<file path="config.mk">
export PLATFORM = sky130hd
export DESIGN_NAME = instr_cache
export DESIGN_NICKNAME = d
export VERILOG_FILES = /design/src/rtl/instr_cache.sv
export SDC_FILE = /design/constraint.sdc
export NUM_CORES = 2
export LEC_CHECK = 0
export BUFFER_PORTS_ARGS = -buffer_cell sky130_fd_sc_hd__buf_2
export CORE_ASPECT_RATIO = 0.5
export CORE_MARGIN = 2
export CORE_UTILIZATION = 40
export DETAILED_ROUTE_END_ITERATION = 8
export HOLD_SLACK_MARGIN = 0.08
export PLACE_DENSITY = 0.67
export SETUP_SLACK_MARGIN = 0.5
export SLEW_MARGIN = 5
export SYNTH_ARGS = -nofsm -noshare
export SYNTH_HDL_FRONTEND = slang
export SYNTH_SLANG_ARGS = --single-unit
</file>
<file path="constraint.sdc">
create_clock -name i_clk -period 11.15 [get_ports i_clk]
set_clock_uncertainty 0.05 [all_clocks]
set_input_delay 2.23 -clock i_clk [delete_from_list [all_inputs] [get_ports i_clk]]
set_output_delay 2.23 -clock i_clk [all_outputs]
set_load 0.02 [all_outputs]
</file>
<file path="src/rtl/instr_cache.sv">
// Direct-mapped instruction cache sitting between the fetch stage and backing memory.
// Hits respond one cycle after accept; misses refill the whole line one beat at a time.
module instr_cache #(
  parameter int ADDR_WIDTH     = 32,
  parameter int INSTR_WIDTH    = 32,
  parameter int NUM_LINES      = 16,
  parameter int WORDS_PER_LINE = 4
) (
  input  logic                   i_clk,
  input  logic                   i_reset,
  input  logic                   i_req_valid,
  input  logic [ADDR_WIDTH-1:0]  i_req_addr,
  output logic                   o_req_ready,
  input  logic                   i_kill,
  input  logic                   i_flush,
  output logic                   o_rsp_valid,
  output logic [INSTR_WIDTH-1:0] o_rsp_instr,
  output logic [ADDR_WIDTH-1:0]  o_rsp_addr,
  output logic                   o_mem_req_valid,
  output logic [ADDR_WIDTH-1:0]  o_mem_addr,
  input  logic                   i_mem_req_ready,
  input  logic                   i_mem_rsp_valid,
  input  logic [INSTR_WIDTH-1:0] i_mem_rsp_data
);

  localparam int WORD_BITS = $clog2(WORDS_PER_LINE);
  localparam int OFF_BITS  = WORD_BITS + 2;
  localparam int IDX_BITS  = $clog2(NUM_LINES);
  localparam int TAG_BITS  = ADDR_WIDTH - OFF_BITS - IDX_BITS;
  localparam int NUM_WORDS = NUM_LINES * WORDS_PER_LINE;

  typedef enum logic [1:0] {
    IDLE,
    MISS_REQ,
    REFILL,
    RESPOND
  } state_e;

  state_e                  state_q;
  logic [NUM_LINES-1:0]    valid_q;
  logic [TAG_BITS-1:0]     tag_q  [NUM_LINES];
  logic [INSTR_WIDTH-1:0]  data_q [NUM_WORDS];
  logic [WORD_BITS-1:0]    beat_q;
  logic [WORD_BITS-1:0]    beat_d;
  logic [ADDR_WIDTH-1:0]   req_addr_q;
  logic                    rsp_valid_q;
  logic [INSTR_WIDTH-1:0]  rsp_instr_q;
  logic [ADDR_WIDTH-1:0]   rsp_addr_q;
  logic                    mem_req_valid_q;
  logic                    kill_pending_q;
  logic                    flush_pending_q;

  logic [IDX_BITS-1:0]     req_idx;
  logic [WORD_BITS-1:0]    req_word;
  logic [TAG_BITS-1:0]     req_tag;
  logic [IDX_BITS-1:0]     miss_idx;
  logic [WORD_BITS-1:0]    miss_word;
  logic [TAG_BITS-1:0]     miss_tag;
  logic                    lookup_hit;
  logic                    accept;
  logic                    beat_fire;
  logic                    last_beat;

  assign req_idx   = i_req_addr[OFF_BITS +: IDX_BITS];
  assign req_word  = i_req_addr[2 +: WORD_BITS];
  assign req_tag   = i_req_addr[ADDR_WIDTH-1 -: TAG_BITS];
  assign miss_idx  = req_addr_q[OFF_BITS +: IDX_BITS];
  assign miss_word = req_addr_q[2 +: WORD_BITS];
  assign miss_tag  = req_addr_q[ADDR_WIDTH-1 -: TAG_BITS];

  assign lookup_hit  = valid_q[req_idx] && (tag_q[req_idx] == req_tag);
  assign o_req_ready = (state_q == IDLE) && !i_flush && !flush_pending_q && !i_reset;
  assign accept      = i_req_valid && o_req_ready;
  assign beat_fire   = (state_q == REFILL) && i_mem_rsp_valid;
  assign last_beat   = beat_fire && (&beat_q);
  assign beat_d      = last_beat ? '0 : beat_q + {{(WORD_BITS-1){1'b0}}, 1'b1};

  // A kill arriving in the response cycle itself must still squash the pulse.
  assign o_rsp_valid     = rsp_valid_q && !i_kill;
  assign o_rsp_instr     = rsp_instr_q;
  assign o_rsp_addr      = rsp_addr_q;
  assign o_mem_req_valid = mem_req_valid_q;
  assign o_mem_addr      = {req_addr_q[ADDR_WIDTH-1:OFF_BITS], {OFF_BITS{1'b0}}};

  always_ff @(posedge i_clk or posedge i_reset) begin
    if (i_reset) begin
      state_q         <= IDLE;
      valid_q         <= '0;
      beat_q          <= '0;
      req_addr_q      <= '0;
      rsp_valid_q     <= 1'b0;
      rsp_instr_q     <= '0;
      rsp_addr_q      <= '0;
      mem_req_valid_q <= 1'b0;
      kill_pending_q  <= 1'b0;
      flush_pending_q <= 1'b0;
    end else begin
      rsp_valid_q <= 1'b0;
      if (state_q != IDLE) begin
        if (i_kill)  kill_pending_q  <= 1'b1;
        if (i_flush) flush_pending_q <= 1'b1;
      end
      case (state_q)
        IDLE: begin
          kill_pending_q <= 1'b0;
          if (i_flush || flush_pending_q) begin
            valid_q         <= '0;
            flush_pending_q <= 1'b0;
          end else if (accept) begin
            if (lookup_hit) begin
              rsp_valid_q <= 1'b1;
              rsp_instr_q <= data_q[{req_idx, req_word}];
              rsp_addr_q  <= i_req_addr;
            end else begin
              req_addr_q      <= i_req_addr;
              mem_req_valid_q <= 1'b1;
              state_q         <= MISS_REQ;
            end
          end
        end
        MISS_REQ: begin
          if (i_mem_req_ready) begin
            mem_req_valid_q <= 1'b0;
            beat_q          <= '0;
            state_q         <= REFILL;
          end
        end
        REFILL: begin
          if (beat_fire) begin
            beat_q <= beat_d;
            if (beat_q == miss_word) rsp_instr_q <= i_mem_rsp_data;
            if (last_beat) begin
              valid_q[miss_idx] <= 1'b1;
              rsp_valid_q       <= !(kill_pending_q || i_kill);
              rsp_addr_q        <= req_addr_q;
              state_q           <= RESPOND;
            end
          end
        end
        RESPOND: begin
          kill_pending_q <= 1'b0;
          state_q        <= IDLE;
        end
        default: state_q <= IDLE;
      endcase
    end
  end

  // Data and tag storage need no reset; the valid bits alone qualify them.
  always_ff @(posedge i_clk) begin
    if (beat_fire) begin
      data_q[{miss_idx, beat_q}] <= i_mem_rsp_data;
      if (&beat_q) tag_q[miss_idx] <= miss_tag;
    end
  end

endmodule

</file>
Word-level counts from Yosys, hierarchy flattened
Memories as Yosys holds them, arrays and structs flattened. Index checks and enable logic that the tools add are counted.

Add/subtract/negate cells: 1. Muxes and demuxes: 54. Divide/modulo/power cells: 0. Bitwise operators: 3. Magnitude comparators: 3. Equality and inequality tests: 14. Shifts and indexed selects: 0. Multipliers: 0. Reduce and logical (&&, ||, !) cells: 33.

Operator list (number): 2-to-1 mux 32 bit (10); case mux 32 bit (2 select lines) (2); 2-to-1 mux 16 bit (3); case mux 16 bit (2 select lines) (1); == test 24 bit (1); 2-to-1 mux 1 bit (23); 2-to-1 mux 2 bit (9); AND reduction 6 bit (3); bitwise OR 16 bit (1); != test 2 bit, second input constant (7); nonzero test 2 bit (6); less-than comparator 4 x 5 -> 1 bit, second input constant (2); logical AND 1 bit (9); case mux 2 bit (4 select lines) (1); AND reduction 4 bit (2); logical NOT 1 bit (5); AND reduction 5 bit (1); binary-select mux 1 bit (select 4 bit) (1); demux 1 bit (select 4 bit) (1); == test 2 bit, second input constant (2); greater-or-equal comparator 4 x 1 -> 1 bit, second input constant (1); != test 2 x 1 -> 1 bit, second input constant (2); case mux 1 bit (2 select lines) (2); case mux 2 bit (2 select lines) (1); other kinds (9) (12).

Input port bits: 71. Flip-flop bits (word level): 120. Memories kept: 2. Memory bits (writable): 2432. Memory bits (read-only): 0. Bits in latches: 0.

Memories: data_q (depth 64, bits a word 32, rd ports 1, clocked after memory_dff 0, wr ports 1, RTL line 42) `logic [INSTR_WIDTH-1:0] data_q [NUM_WORDS];`; tag_q (depth 16, bits a word 24, rd ports 1, clocked after memory_dff 0, wr ports 1, RTL line 41) `logic [TAG_BITS-1:0] tag_q [NUM_LINES];`.

Depth between registers and ports, before layout
Depth after elaboration: 8. Mapped depth: 15. Depth with buffers taken out: 9.

Least setup slack after synthesis
OpenSTA, ideal clock, no wires.

Path type: input port to output port. From: input port i_flush. To: output port o_req_ready. Data required time: 8870 ps. Stages on the path: 3. Slack: 6053 ps. Arrival time: 2817 ps. Buffers on the path: 0. Cells stage by stage: nor2_1 -> nand2_1 -> nor2_1.

Longest elaborated chain between the ends: 4.

Ends and longest elaborated chain: from (decl) (RTL line 15) `input logic i_flush,`; logical NOT 1 bit (RTL line 72) `assign o_req_ready = (state_q == IDLE) && !i_flush && !flush_pending_q && !i_reset;`; logical AND 1 bit (3 in series) (RTL line 72); to (decl) (RTL line 13) `output logic o_req_ready,`.

No other way between the ends.

Worst setup path after layout
From: input port i_req_addr[4]. To: register rsp_instr_q[31] (netlist: o_rsp_instr[31]).

Longest elaborated chain between the ends: 5. Elaborated cells between the ends (all ways): 12. Those cells by class: eq/ne (2); mux (6); reduce/logical (2); memory (2).

Ends and longest elaborated chain: from (decl) (RTL line 12) `input logic [ADDR_WIDTH-1:0] i_req_addr,`; memory (16 x 24 bit), or another cell as far along; == test 24 bit, or another cell as far along (RTL line 71) `assign lookup_hit = valid_q[req_idx] && (tag_q[req_idx] == req_tag);`; logical AND 1 bit / 2-to-1 mux 32 bit (equally long branches) (RTL line 71, 109); != test 2 bit (no line) / 2-to-1 mux 32 bit (equally long branches); AND reduction 6 bit (no line) / case mux 32 bit (2 select lines) (equally long branches); to (signal assigned) (RTL line 112) `rsp_instr_q <= data_q[{req_idx, req_word}];`; to (signal assigned) (RTL line 131) `if (beat_q == miss_word) rsp_instr_q <= i_mem_rsp_data;`; to (decl) (RTL line 47) `logic [INSTR_WIDTH-1:0] rsp_instr_q;`.

Several ways; a longest one is shown, not always the timed one. The select of a mux whose other input is x is not followed. A chain may end at the register's enable or synchronous reset.

==> impl_metrics.ini <==
[floorplan]
start_util = 0.404
die_y_microns = 356
rows = 128
die_w_microns = 707
top_level_ports = 170
coreArea_sq_mm = 0.245
die_area_sq_mm = 0.251

[global_route]
antenna_found_initial = 4
grt_pass1_vias = 48156
track_usage = 0.197
overflow = 0
grt_pass1_wl_microns = 356000
grt_max_degree = 91

[worst_setup_path]
cp_common_cell = buf_4
path_buf_inv = 3
endpoint_kind = register
critPathSlowestCell = o2bb2ai_4
cp.depth = 12
crit_type = in2reg
cp_cell_sequence = buf_8 > buf_4 > mux4_2 > mux2i_1 > xnor2_1 > o21ai_1 > nand3_1 > nor4_2 > nand3_4 > o2bb2ai_4 > buf_4 > mux2_2
cp_top_family = buffers and inverters
cp_data_arrival_time_ps = 7480
cp-start-kind = input pin
crit_required_ps = 11850
worst-path-max-fanout = 66
reg2regPathDepth = 10
slowest_delay_ps = 950

[cts]
clkTransAtPathRegs_ps = 70
cts_tree = built
root_buffer = clkbuf_16
cts_resized = 0
clock_latency_ps = 880
hold_buffers = 0
htree_num_levels = 4
cts_buffers = 232
post_cts_buffers = 0
ctsLongestPathBuffers = 4
cts.sinks = 2552

[power]
peakVddDrop_uv = 128
totalPowerFinal_mw = 21.4
powerDensity_mw_per_mm2 = 192
p_leak_nw = 35.3

[timing]
fmax_ghz = 0.148
finalCriticalPeriod_ps = 6780
hold_violations = 0
rsz0062_at_grt = false
setup_viol = 0
fin_tns_setup_ps = 0
finalMaxSlewViolations = 0
slew_headroom = 0.153
whs_ps = 449
timing.final.ws_setup_ps = 4370
tightestPinTransition_ps = 1270
fin_crit_sh = 0.608

[logic_synthesis]
synth_edf_count = 2432
synth_cells = 4331
ys.flop_type = edfxtp_1
yosysWarnings = 0
synth-seq-cells = 2552
async_reset_ff_frac = 0.0470
synthDistinctLibCells = 66
yosysTopAreaCell = edfxtp_1
syn_avg_cell_area_sq_um = 22.8
synth_top_area_frac = 0.738
syn_area_sq_mm = 0.0989
synth_seq_area_share = 0.769
synth.top_cells.by_area = edfxtp_1, mux4_2, dfrtp_1, mux2i_1, mux2_4

[finish]
layout.nets = 4687
post-route-cell-area_sq_mm = 0.112
drive_above_1_share = 0.315
postLayoutCoreUtil = 0.456
final_cell_count_no_fill = 8047
area.growth.synth_to_final_pct = 12.8

[route]
drt_wl_total_microns = 252000
vias = 47598
dr.pass1.iters = 6
ant_nets = 0
drc_errors = 0
routed_via_density = 5.91
wire_per_inst_microns = 31.4
drtIter0Drc = 6540

[placed_design]
place_ws_ps = 3570
dpl_cell_area_sq_mm = 0.104
hpwl_microns = 131000
io_buffers = 165
dp_cells = 7628
routabilityCongestion = 0.763

[run]
cap_violations = 0

[worst_hold_path]
hp-class = reg2reg
min_path_cells = 2

[status]
outcome = finished clean
-- power by group --
part | internal, mW | switching, mW | total [mW] | leakage [nW]
Sequential | 11.0 | 0.393 | 11.4 | 23.4
Clock | 4.40 | 3.44 | 7.84 | 3.58
Combinational | 0.832 | 1.41 | 2.24 | 8.28
Total | 16.2 | 5.25 | 21.4 | 35.3
-- sequential cells by signal (all words and copies together) (netlist names) --
name	cells
data_q	2048
valid_q	16
o_rsp_instr	32
kill_pending_q	1
state_q	2
beat_q	2
tag_q	384
flush_pending_q	1
o_rsp_addr	32
req_addr_q	32
o_mem_req_valid	1
rsp_valid_q	1
-- final cells by class --
| class | count | area, sq um |
|---|---|---|
| Clock inverter | 116 | 1110 |
| Tap cell | 3250 | 4070 |
| Timing Repair Buffer | 306 | 1990 |
| Clock buffer | 302 | 6220 |
| Sequential cell | 2552 | 76000 |
| Multi-Input combinational cell | 1508 | 22000 |
| Inverter | 12 | 50.0 |
| Antenna cell | 1 | 2.50 |
| Fill cell | 19849 | 133000 |
-- layout by cell type (no fill, tap or decap), types with 58 or more instances in the layout --
cell	n
clkbuf_1	58
nor2_4	80
buf_4	138
mux2i_1	118
dfrtp_1	120
mux2_4	59
nand2_1	71
mux4_2	663
clkbuf_16	235
mux2_2	73
buf_2	159
edfxtp_1	2432
nor2_1	75
-- metal layers --
layer	track usage	vias up	share of wire
met1	0.275	25843	0.39
met3	0.0321	386	0.091
met2	0.323	2544	0.49
met5	0	-	0
li1	-	18825	-
met4	0.0577	0	0.031
-- synthesized netlist by cell type, types with 10 or more instances --
library cell,instances
o211ai_1,10
mux2_2,73
buf_1,46
xnor2_1,21
clkbuf_1,101
xor2_1,13
nor3_1,17
a22oi_1,15
nor2b_1,13
dfrtp_1,120
inv_1,10
edfxtp_1,2432
o221ai_1,12
nand3_1,27
mux2_4,59
mux2i_1,118
a21oi_1,34
buf_4,42
nand2_1,71
o22ai_1,33
o21ai_0,50
a221oi_1,24
buf_2,54
buf_6,10
nor2_1,155
mux4_2,663
-- kinds of logic after synthesis --
group	after synthesis	share of synthesized area
flip-flops	2552	0.769
multiplexers	922	0.183
AND/OR/NAND/NOR	318	0.0144
buffers and inverters	274	0.0149
AO/OA/AOI/OAI	226	0.0157
XOR/XNOR	34	0.00301
adder cells (fa/ha/maj)	4	0.000506
other	1	0.0000379
-- worst paths after layout --
check	slack [ps]	to	startpoint
setup / recovery	4370	o_rsp_instr[31]	i_req_addr[4]
hold / removal	450	flush_pending_q	flush_pending_q
setup reg to reg	6690	o_rsp_instr[31]	tag_q[15][15]
hold reg to reg	450	flush_pending_q	flush_pending_q
max in group asynchronous	7990	req_addr_q[15]	i_reset
min in group asynchronous	1390	req_addr_q[1]	i_reset
-- worst min-delay path: cells and delay by family (launching register included) --
| family | cells | cell delay (ps) |
|---|---|---|
| AND/OR/NAND/NOR | 2 | 130 |
| flip-flops | 1 | 320 |
Note: power is estimated with default switching activity, not from simulation.
